## src/rtl/data_synchronizer.sv

```systemverilog
// Multi-flop bus synchronizer: only the valid qualifier crosses through a flop chain; its rising edge loads the bus once.
// Optional macro DATA_SYNC_BUS_CHECK_EN adds a sticky bus_change_error flag for source-protocol violations.
`timescale 1ns/1ps
module data_synchronizer #(
   parameter int STAGE_COUNT = 2,
   parameter int BUS_WIDTH   = 4
) (
   input  logic                 clk,
   input  logic                 reset,
   input  logic                 asynchronous_data_valid,
   input  logic [BUS_WIDTH-1:0] asynchronous_data,
   output logic                 Q_pulse_generator,
   output logic [BUS_WIDTH-1:0] synchronous_data,
`ifdef DATA_SYNC_BUS_CHECK_EN
   output logic                 bus_change_error,
`endif
   output logic                 synchronous_data_valid
);

   logic [STAGE_COUNT-1:0] sync_r;
   logic                   last_s;
   logic                   pulse_s;

   // Last synchronizer stage and its rising-edge detect.
   always_comb begin
      last_s  = sync_r[STAGE_COUNT-1];
      pulse_s = last_s & ~Q_pulse_generator;
   end

   // Valid qualifier synchronizer chain.
   always_ff @(posedge clk or negedge reset) begin
      if (!reset) begin
         sync_r <= {STAGE_COUNT{1'b0}};
      end else begin
         sync_r <= {sync_r[STAGE_COUNT-2:0], asynchronous_data_valid};
      end
   end

   // Edge-detect flop, one-shot data capture and strobe.
   always_ff @(posedge clk or negedge reset) begin
      if (!reset) begin
         Q_pulse_generator      <= 1'b0;
         synchronous_data_valid <= 1'b0;
         synchronous_data       <= {BUS_WIDTH{1'b0}};
      end else begin
         Q_pulse_generator      <= last_s;
         synchronous_data_valid <= pulse_s;
         if (pulse_s) begin
            synchronous_data <= asynchronous_data;
         end else begin
            synchronous_data <= synchronous_data;
         end
      end
   end

`ifdef DATA_SYNC_BUS_CHECK_EN
   function automatic logic bus_differs(input logic [BUS_WIDTH-1:0] a,
                                        input logic [BUS_WIDTH-1:0] b);
      return |(a ^ b);
   endfunction

   logic [BUS_WIDTH-1:0] data_sample_r;
   logic                 window_s;

   // Watch window: from the first sync stage seeing valid through the pulse cycle.
   always_comb begin
      window_s = (|sync_r) & ~Q_pulse_generator;
   end

   // Each new sample is compared with the previous one while the window is open; the flag is sticky.
   always_ff @(posedge clk or negedge reset) begin
      if (!reset) begin
         data_sample_r    <= {BUS_WIDTH{1'b0}};
         bus_change_error <= 1'b0;
      end else begin
         data_sample_r <= asynchronous_data;
         if (window_s && bus_differs(asynchronous_data, data_sample_r)) begin
            bus_change_error <= 1'b1;
         end else begin
            bus_change_error <= bus_change_error;
         end
      end
   end
`endif

endmodule

```

## config.mk

```make
export PLATFORM = sky130hd
export DESIGN_NAME = data_synchronizer
export DESIGN_NICKNAME = d
export VERILOG_FILES = /design/src/rtl/data_synchronizer.sv
export SDC_FILE = /design/constraint.sdc
export NUM_CORES = 1
export LEC_CHECK = 0
export ABC_CLOCK_PERIOD_IN_PS = 1700
export BUFFER_PORTS_ARGS = -buffer_cell sky130_fd_sc_hd__buf_2
export CAP_MARGIN = 10
export CELL_PAD_IN_SITES_DETAIL_PLACEMENT = 0
export CELL_PAD_IN_SITES_GLOBAL_PLACEMENT = 1
export CORE_AREA = 3 3 40 42
export CTS_CLUSTER_DIAMETER = 80
export DETAILED_ROUTE_END_ITERATION = 7
export DIE_AREA = 0 0 43 45
export PLACE_DENSITY_LB_ADDON = 0.12
export SYNTH_ARGS = -nofsm -noshare
export SYNTH_HDL_FRONTEND = slang
export SYNTH_SLANG_ARGS = --single-unit
```

## constraint.sdc

```tcl
create_clock -name clk -period 1.7 [get_ports clk]
set_clock_uncertainty 0.2 [all_clocks]
set_input_delay 0 -clock clk [delete_from_list [all_inputs] [get_ports clk]]
set_output_delay 0 -clock clk [all_outputs]
set_load 0.05 [all_outputs]
```

; ---- After elaboration in Yosys (flattened, before gate mapping)
; Index checks and enable logic that the tools add are counted.
[word_totals]
reg_bits = 8
in_bits = 7
out_inout_bits = 6
elab_cells = 6
[op_classes]
bitwise = 2
[ops]
columns = operator, count
row1 = 1-bit bitwise AND, 1
row2 = 1-bit NOT, 1

; ---- Longest topological paths before layout
; Gate-level depths: netlist of the first run.
[depth]
word_depth = 2
ltp_mapped = 3

; ---- Worst setup path after synthesis of the first run
; No wires, ideal clock.
[synth_timing]
path_kind = reg-to-reg
from = register Q_pulse_generator
to = register synchronous_data[0]
setup_time_ns = 0.125
arrival_ns = 1.142
required_time_ns = 1.375
setup_slack_ns = 0.233
stages_incl_launch_ff = 4
path_buffers = 1
synth_period_minus_slack_ns = 1.467
path_cell_list = dfrtp_1 > nor2b_4 > buf_6 > mux2_4
[synth_via]
elab_chain_len = 2
[synth_lines]
columns = item, line_no
row1 = from (decl), 12  ; output logic Q_pulse_generator,
row2 = from (signal assigned), 46  ; Q_pulse_generator <= last_s;
row3 = 1-bit NOT, 27  ; pulse_s = last_s & ~Q_pulse_generator;
row4 = 1-bit bitwise AND, 27
row5 = net pulse_s, 22  ; logic pulse_s;
row6 = to (signal assigned), 44  ; synchronous_data <= {BUS_WIDTH{1'b0}};
row7 = to (signal assigned), 49  ; synchronous_data <= asynchronous_data;
row8 = to (signal assigned), 51  ; synchronous_data <= synchronous_data;
row9 = to (decl), 13  ; output logic [BUS_WIDTH-1:0] synchronous_data,
; The timed path passes the listed nets, and every way through them passes these cells.
; A chain may end at the register's enable or synchronous reset.

; ---- Worst setup path in the final report of the first run
[layout_timing]
from = register Q_pulse_generator
to = register synchronous_data[0]
[layout_via]
elab_chain_len = 2
[layout_lines]
columns = item, line_no
row1 = 1-bit NOT, 27
row2 = 1-bit bitwise AND, 27
; Every way passes these cells.

==> results.py, run 1 <==
metrics = {
    "routing": {
        "via_per_inst": 3.66,
        "postRouteWirelength_um": 477,
        "ant_nets": 0,
        "drcViolationCount": 0,
        "drtIter0Drc": 0,
        "vias": 183,
        "drt_first_pass_iters": 1,
        "wire_per_inst_um": 9.54,
    },
    "die": {
        "coreArea_um2": 1280,
        "dieArea_um2": 1940,
        "die_h_um": 45,
        "io_pins": 13,
        "die_w_um": 43,
        "start_util_pct": 22.2,
        "rows": 13,
    },
    "sta": {
        "period_share_pct": 73.4,
        "finalHoldViolations": 0,
        "tightest_slew_ps": 358,
        "finalCriticalPeriod_ps": 1250,
        "fmax_mhz": 802,
        "slew_viol_final": 0,
        "setup_viol": 0,
        "rsz0062_at_grt": "no",
        "relSlewSlack_pct": 76.1,
        "setup_tns_ps": 0,
    },
    "global_routing": {
        "grt_max_degree": 9,
        "grt_pass1_wl_um": 786,
        "antenna_found_initial": 0,
        "grtUsageTotal_pct": 6.63,
        "first_global_vias": 185,
        "use_met1_pct": 6.42,
        "use_met2_pct": 7.78,
        "busiest_layer": "met4",
        "grt_use_met3_pct": 4.78,
        "grt_overflow": 0,
    },
    "clock_tree": {
        "clock_tree.buffer_depth": 2,
        "cts_tree": "built",
        "cts_htree_levels": 1,
        "postCtsSetupBuffers": 0,
        "cts_sinks": 8,
        "clockRootBuffer": "clkbuf_4",
        "clk_latency_ps": 240,
        "clkTransAtPathRegs_ps": 60,
        "cts_buffers": 3,
    },
    "finish": {
        "final_cell_area_um2": 445,
        "final_nets": 44,
        "multi_input_area_um2": 73.8,
        "seq_area_um2": 200,
        "antenna_cells": 0,
        "layout_commonest_cell": "buf_2",
        "final_cell_mix": "buf_2 (12), dfrtp_1 (8), dlygate4sd3_1 (7)",
        "syn_to_final_growth_pct": 56.1,
        "fillers": 132,
        "drive_above_1_share_pct": 57.1,
    },
    "synth": {
        "synthCells": 14,
        "syn_nets": 21,
        "synth.ff_latch_count": 8,
        "yosysWarnings": 0,
        "synth_area_um2": 285,
        "syn_area_per_cell_um2": 20.4,
        "ys_seq_area_share_pct": 70.2,
        "synth.distinct_cells": 4,
    },
    "setup_path": {
        "start_kind": "flip-flop",
        "reg2reg_to": "synchronous_data[0]",
        "crit_arrival_ps": 1190,
        "reg2regPathDepth": 2,
        "cp-end-kind": "flip-flop",
        "r2r_start": "Q_pulse_generator",
        "worstPathMaxFanout": 5,
        "reg2reg_slack_ps": 450,
        "worstPathRequired_ps": 1640,
        "worst-setup-path-type": "reg2reg",
    },
    "pwr": {
        "ir_drop_uv": 423,
        "p_per_area_nw_per_um2": 1090,
        "leakage_nw": 0.223,
    },
    "worst_hold_path": {
        "min_path_type": "reg2reg",
        "whs_endpoint": "sync_r[1]",
        "min_from": "sync_r[0]",
        "hold_depth": 0,
    },
    "flow_run": {
        "cap_violations": 0,
    },
    "run_status": {
        "outcome": "finished clean",
    },
    "placement": {
        "globalplace.congestion": 0.597,
        "place_area_um2": 353,
        "portBuffers": 12,
    },
}
==> worst max-delay path, stage by stage, from the launching register on <==
cell,delay [ps]
dfrtp_1,400
nor2b_4,220
mux2_4,320
==> sequential cells by signal, indices dropped and copies added, names as in the netlist <==
| register | cells |
|---|---|
| synchronous_data_valid | 1 |
| Q_pulse_generator | 1 |
| synchronous_data | 4 |
| sync_r | 2 |
==> where the power goes <==
| part | internal [mW] | leakage [nW] | switching [mW] | total [mW] |
|---|---|---|---|---|
| combinational | 0.0478 | 0.115 | 0.0782 | 0.126 |
| clock | 0.0807 | 0.0138 | 0.0626 | 0.143 |
| sequential | 0.209 | 0.0947 | 0.00891 | 0.218 |
==> cell usage after synthesis (all sizes together) <==
master / count / area [um^2]
nor2b: 1 / 13.8
mux2: 4 / 60.1
buf: 1 / 11.3
dfrtp: 8 / 200
==> cell type report <==
class | count | share of cell area, %
clock buffer | 3 | 5.06
sequential | 8 | 44.9
multi-input combinational | 5 | 16.6
tap | 15 | 4.21
timing repair buffer | 19 | 29.2
==> metal layers <==
metal / up-vias / wire length, um
li1: 88 / -
met5: - / 0
met3: 0 / 53
met1: 86 / 219
met4: 0 / 0
met2: 9 / 205
==> repair_timing <==
action | in CTS | in global routing
hold buffers | 7 | 0
endpoints found under the hold margin | 13 | 0
resized for setup | 0 | 0
==> worst max-delay path by stage <==
stage / from / endpoint / slack, ps
2_1_floorplan: Q_pulse_generator / synchronous_data[0] / 230
3_3_place_gp: Q_pulse_generator / synchronous_data[1] / 460
3_5_place_dp: Q_pulse_generator / synchronous_data[2] / 440
4_1_cts: Q_pulse_generator / synchronous_data[0] / 440
5_1_grt: Q_pulse_generator / synchronous_data[0] / 420
6_report: Q_pulse_generator / synchronous_data[0] / 450
==> per-stage QoR <==
step                setup WS (ps)  hold slack, ps  cells  util, %  power, mW
global placement              459            -348     40     27.5      0.337
global route                  419             159     50     34.7      0.516
finish                        452             145     50     34.7      0.488
CTS                           441             146     50     34.7      0.498
detailed placement            438            -346     40     27.5      0.337
floorplan                     233            -496     14        -      0.309
==> cells by family (layout without fill, tap and decap cells) <==
family / Yosys count / in the layout / synth area share (%)
buf+inv: 1 / 22 / 3.95
flops: 8 / 8 / 70.2
mux: 4 / 4 / 21.1
simple gates: 1 / 1 / 4.82
(Power assumes the default switching activity.)
==> run 2: changes to the inputs <==
ABC_AREA = 1   (was unset)
ABC_CLOCK_PERIOD_IN_PS = 1000   (was 1700)
clock period = 1 ns   (was 1.7 ns; I/O delays follow)
==> results.py, run 2 <==
metrics = {
    "placement": {
        "dp_cells": 52,
        "place_area_um2": 359,
        "dp_hpwl_um": 436,
        "portBuffers": 12,
        "globalplace.congestion": 0.679,
        "pre_cts_slack_ps": 2.72,
    },
    "synth": {
        "syn_nets": 30,
        "yosys.area.top_type": "dfrtp_1",
        "synthCells": 23,
        "synth_edf_count": 0,
        "synth_common_cells": "dfrtp_1 (8), nand2_1 (8), nand3_1 (4)",
        "ys_seq_area_share_pct": 75.8,
        "synth.distinct_cells": 5,
        "synth-async-reset-ratio_pct": 100,
        "synth.ff_latch_count": 8,
        "syn_area_per_cell_um2": 11.5,
        "yosysWarnings": 0,
        "synth_area_um2": 264,
        "synth.area.top_cells": "dfrtp_1 (76%), nand2_1 (11%), nand3_1 (7.6%)",
        "synth_top_area_share_pct": 75.8,
        "synth_flop_cell": "dfrtp_1",
    },
    "finish": {
        "largest_reg_flops": 4,
        "layout_commonest_cell": "nand2_1",
        "top_regs": "synchronous_data x4, sync_r x2",
        "final_cell_mix": "nand2_1 (8), dlygate4sd3_1 (6), buf_2 (6), buf_6 (6), dfrtp_1 (6)",
        "drive_above_1_share_pct": 46.9,
        "final_cell_area_um2": 504,
        "syn_to_final_growth_pct": 91.0,
        "multi_input_area_um2": 61.3,
        "top_register": "synchronous_data",
        "seq_area_um2": 203,
        "fillers": 128,
        "antenna_cells": 0,
        "fin_util_pct": 39.2,
        "final_nets": 57,
        "finalNonFillerCells": 64,
    },
    "setup_path": {
        "worstPathMaxFanout": 2,
        "slowest_stage": "dfrtp_2",
        "worst-setup-path-type": "reg2out",
        "worstPathCellList": "buf_6",
        "worstPathRequired_ps": 800,
        "cp-end-kind": "output pin",
        "cp.buffers_inverters": 1,
        "critPathMaxStageDelay_ps": 410,
        "path_delay_family": "flip-flops",
        "crit_arrival_ps": 820,
        "start_kind": "flip-flop",
    },
    "clock_tree": {
        "clockRootBuffer": "clkbuf_4",
        "cts_tree": "built",
        "clkTransAtPathRegs_ps": 60,
        "clk_latency_ps": 250,
        "cts_htree_levels": 1,
        "cts_sinks": 8,
        "cts_hold_buf": 6,
        "cts_buffers": 3,
        "clock_tree.buffer_depth": 2,
    },
    "die": {
        "rows": 13,
        "die_h_um": 45,
        "io_pins": 13,
        "dieArea_um2": 1940,
        "coreArea_um2": 1280,
        "die_w_um": 43,
        "start_util_pct": 20.5,
    },
    "sta": {
        "slew_viol_final": 0,
        "worst_hold_slack_ps": -85.5,
        "finalHoldViolations": 8,
        "tightest_slew_ps": 185,
        "rsz0062_at_grt": "yes",
        "period_share_pct": 102,
        "relSlewSlack_pct": 87.6,
        "setup_viol": 1,
        "setup_ws_ps": -20.8,
        "finalCriticalPeriod_ps": 1020,
        "fmax_mhz": 980,
    },
    "worst_hold_path": {
        "min_path_type": "in2async",
    },
    "routing": {
        "vias": 252,
        "ant_nets": 0,
        "drtIter0Drc": 1,
        "drt_first_pass_iters": 4,
        "drcViolationCount": 0,
        "wire_per_inst_um": 9.14,
        "via_per_inst": 3.94,
        "postRouteWirelength_um": 585,
    },
    "global_routing": {
        "grt_max_degree": 9,
        "first_global_vias": 213,
        "grtUsageTotal_pct": 7.83,
        "grt_pass1_wl_um": 938,
        "grt_overflow": 0,
        "antenna_found_initial": 0,
    },
    "pwr": {
        "leakage_nw": 0.268,
        "p_per_area_nw_per_um2": 1730,
        "ir_drop_uv": 865,
    },
    "run_status": {
        "violations": "negative hold slack, negative setup slack",
        "outcome": "complete, but fails checks",
    },
    "flow_run": {
        "cap_violations": 0,
    },
}
-- run 2: changes by cell type after synthesis, sizes merged --
cell	previous run	this run
nand2	0	9
nor2b	1	0
mux2	4	0
buf	1	0
inv	0	2
nand3	0	4
-- run 2: final timing paths --
kind | startpoint | to | slack (ps) | cells past startpoint
min | reset | synchronous_data_valid | -90 | 2
min reg2reg | sync_r[0] | sync_r[1] | 160 | 0
max reg2reg | Q_pulse_generator | synchronous_data[2] | 0 | 4
max in group asynchronous | reset | sync_r[1] | 490 | 2
max | Q_pulse_generator | Q_pulse_generator | -20 | 1
min in group clk | sync_r[0] | sync_r[1] | 160 | 0
-- run 2: cells by family (layout without fill, tap and decap cells) --
group | Yosys count | after routing | synth area share, %
AND/OR/NAND/NOR | 13 | 13 | 21.3
flip-flops | 8 | 8 | 75.8
buffers and inverters | 2 | 28 | 2.84
-- run 2: per-layer routing --
| layer | global-route usage (%) | up-vias | wire length (um) |
|---|---|---|---|
| met2 | 8.08 | 10 | 253 |
| met4 | 9.04 | 0 | 9 |
| met5 | 0 | - | 0 |
| li1 | - | 124 | - |
| met3 | 5.98 | 2 | 55 |
| met1 | 8.96 | 116 | 266 |
-- run 2: cell type report --
cell class                 count  share of cell area, %
clock buffer                   4                   5.21
timing repair buffer          22                   37.2
tap                           15                   3.72
inverter                       2                   1.49
sequential                     8                   40.2
multi-input combinational     13                   12.2
-- run 2: power breakdown --
group / leakage, nW / switching, mW / internal [mW]
Sequential: 0.0950 / 0.0209 / 0.354
Clock: 0.0150 / 0.114 / 0.153
Combinational: 0.158 / 0.132 / 0.0993
Total: 0.268 / 0.266 / 0.606
-- run 2: what timing repair did --
action                                  4_1_cts  5_1_grt
endpoints found under the setup margin        7       10
hold endpoints to repair                     13        8
gates resized for setup                      13        1
pin swaps                                     3        0
setup buffers                                 2        0
-- run 2: stage by stage --
stage | total power [mW] | setup TNS, ps
floorplan | 0.486 | -497
global placement | 0.544 | 0
detailed placement | 0.542 | 0
CTS | 0.890 | -80.4
global route | 0.926 | -369
finish | 0.872 | -20.8
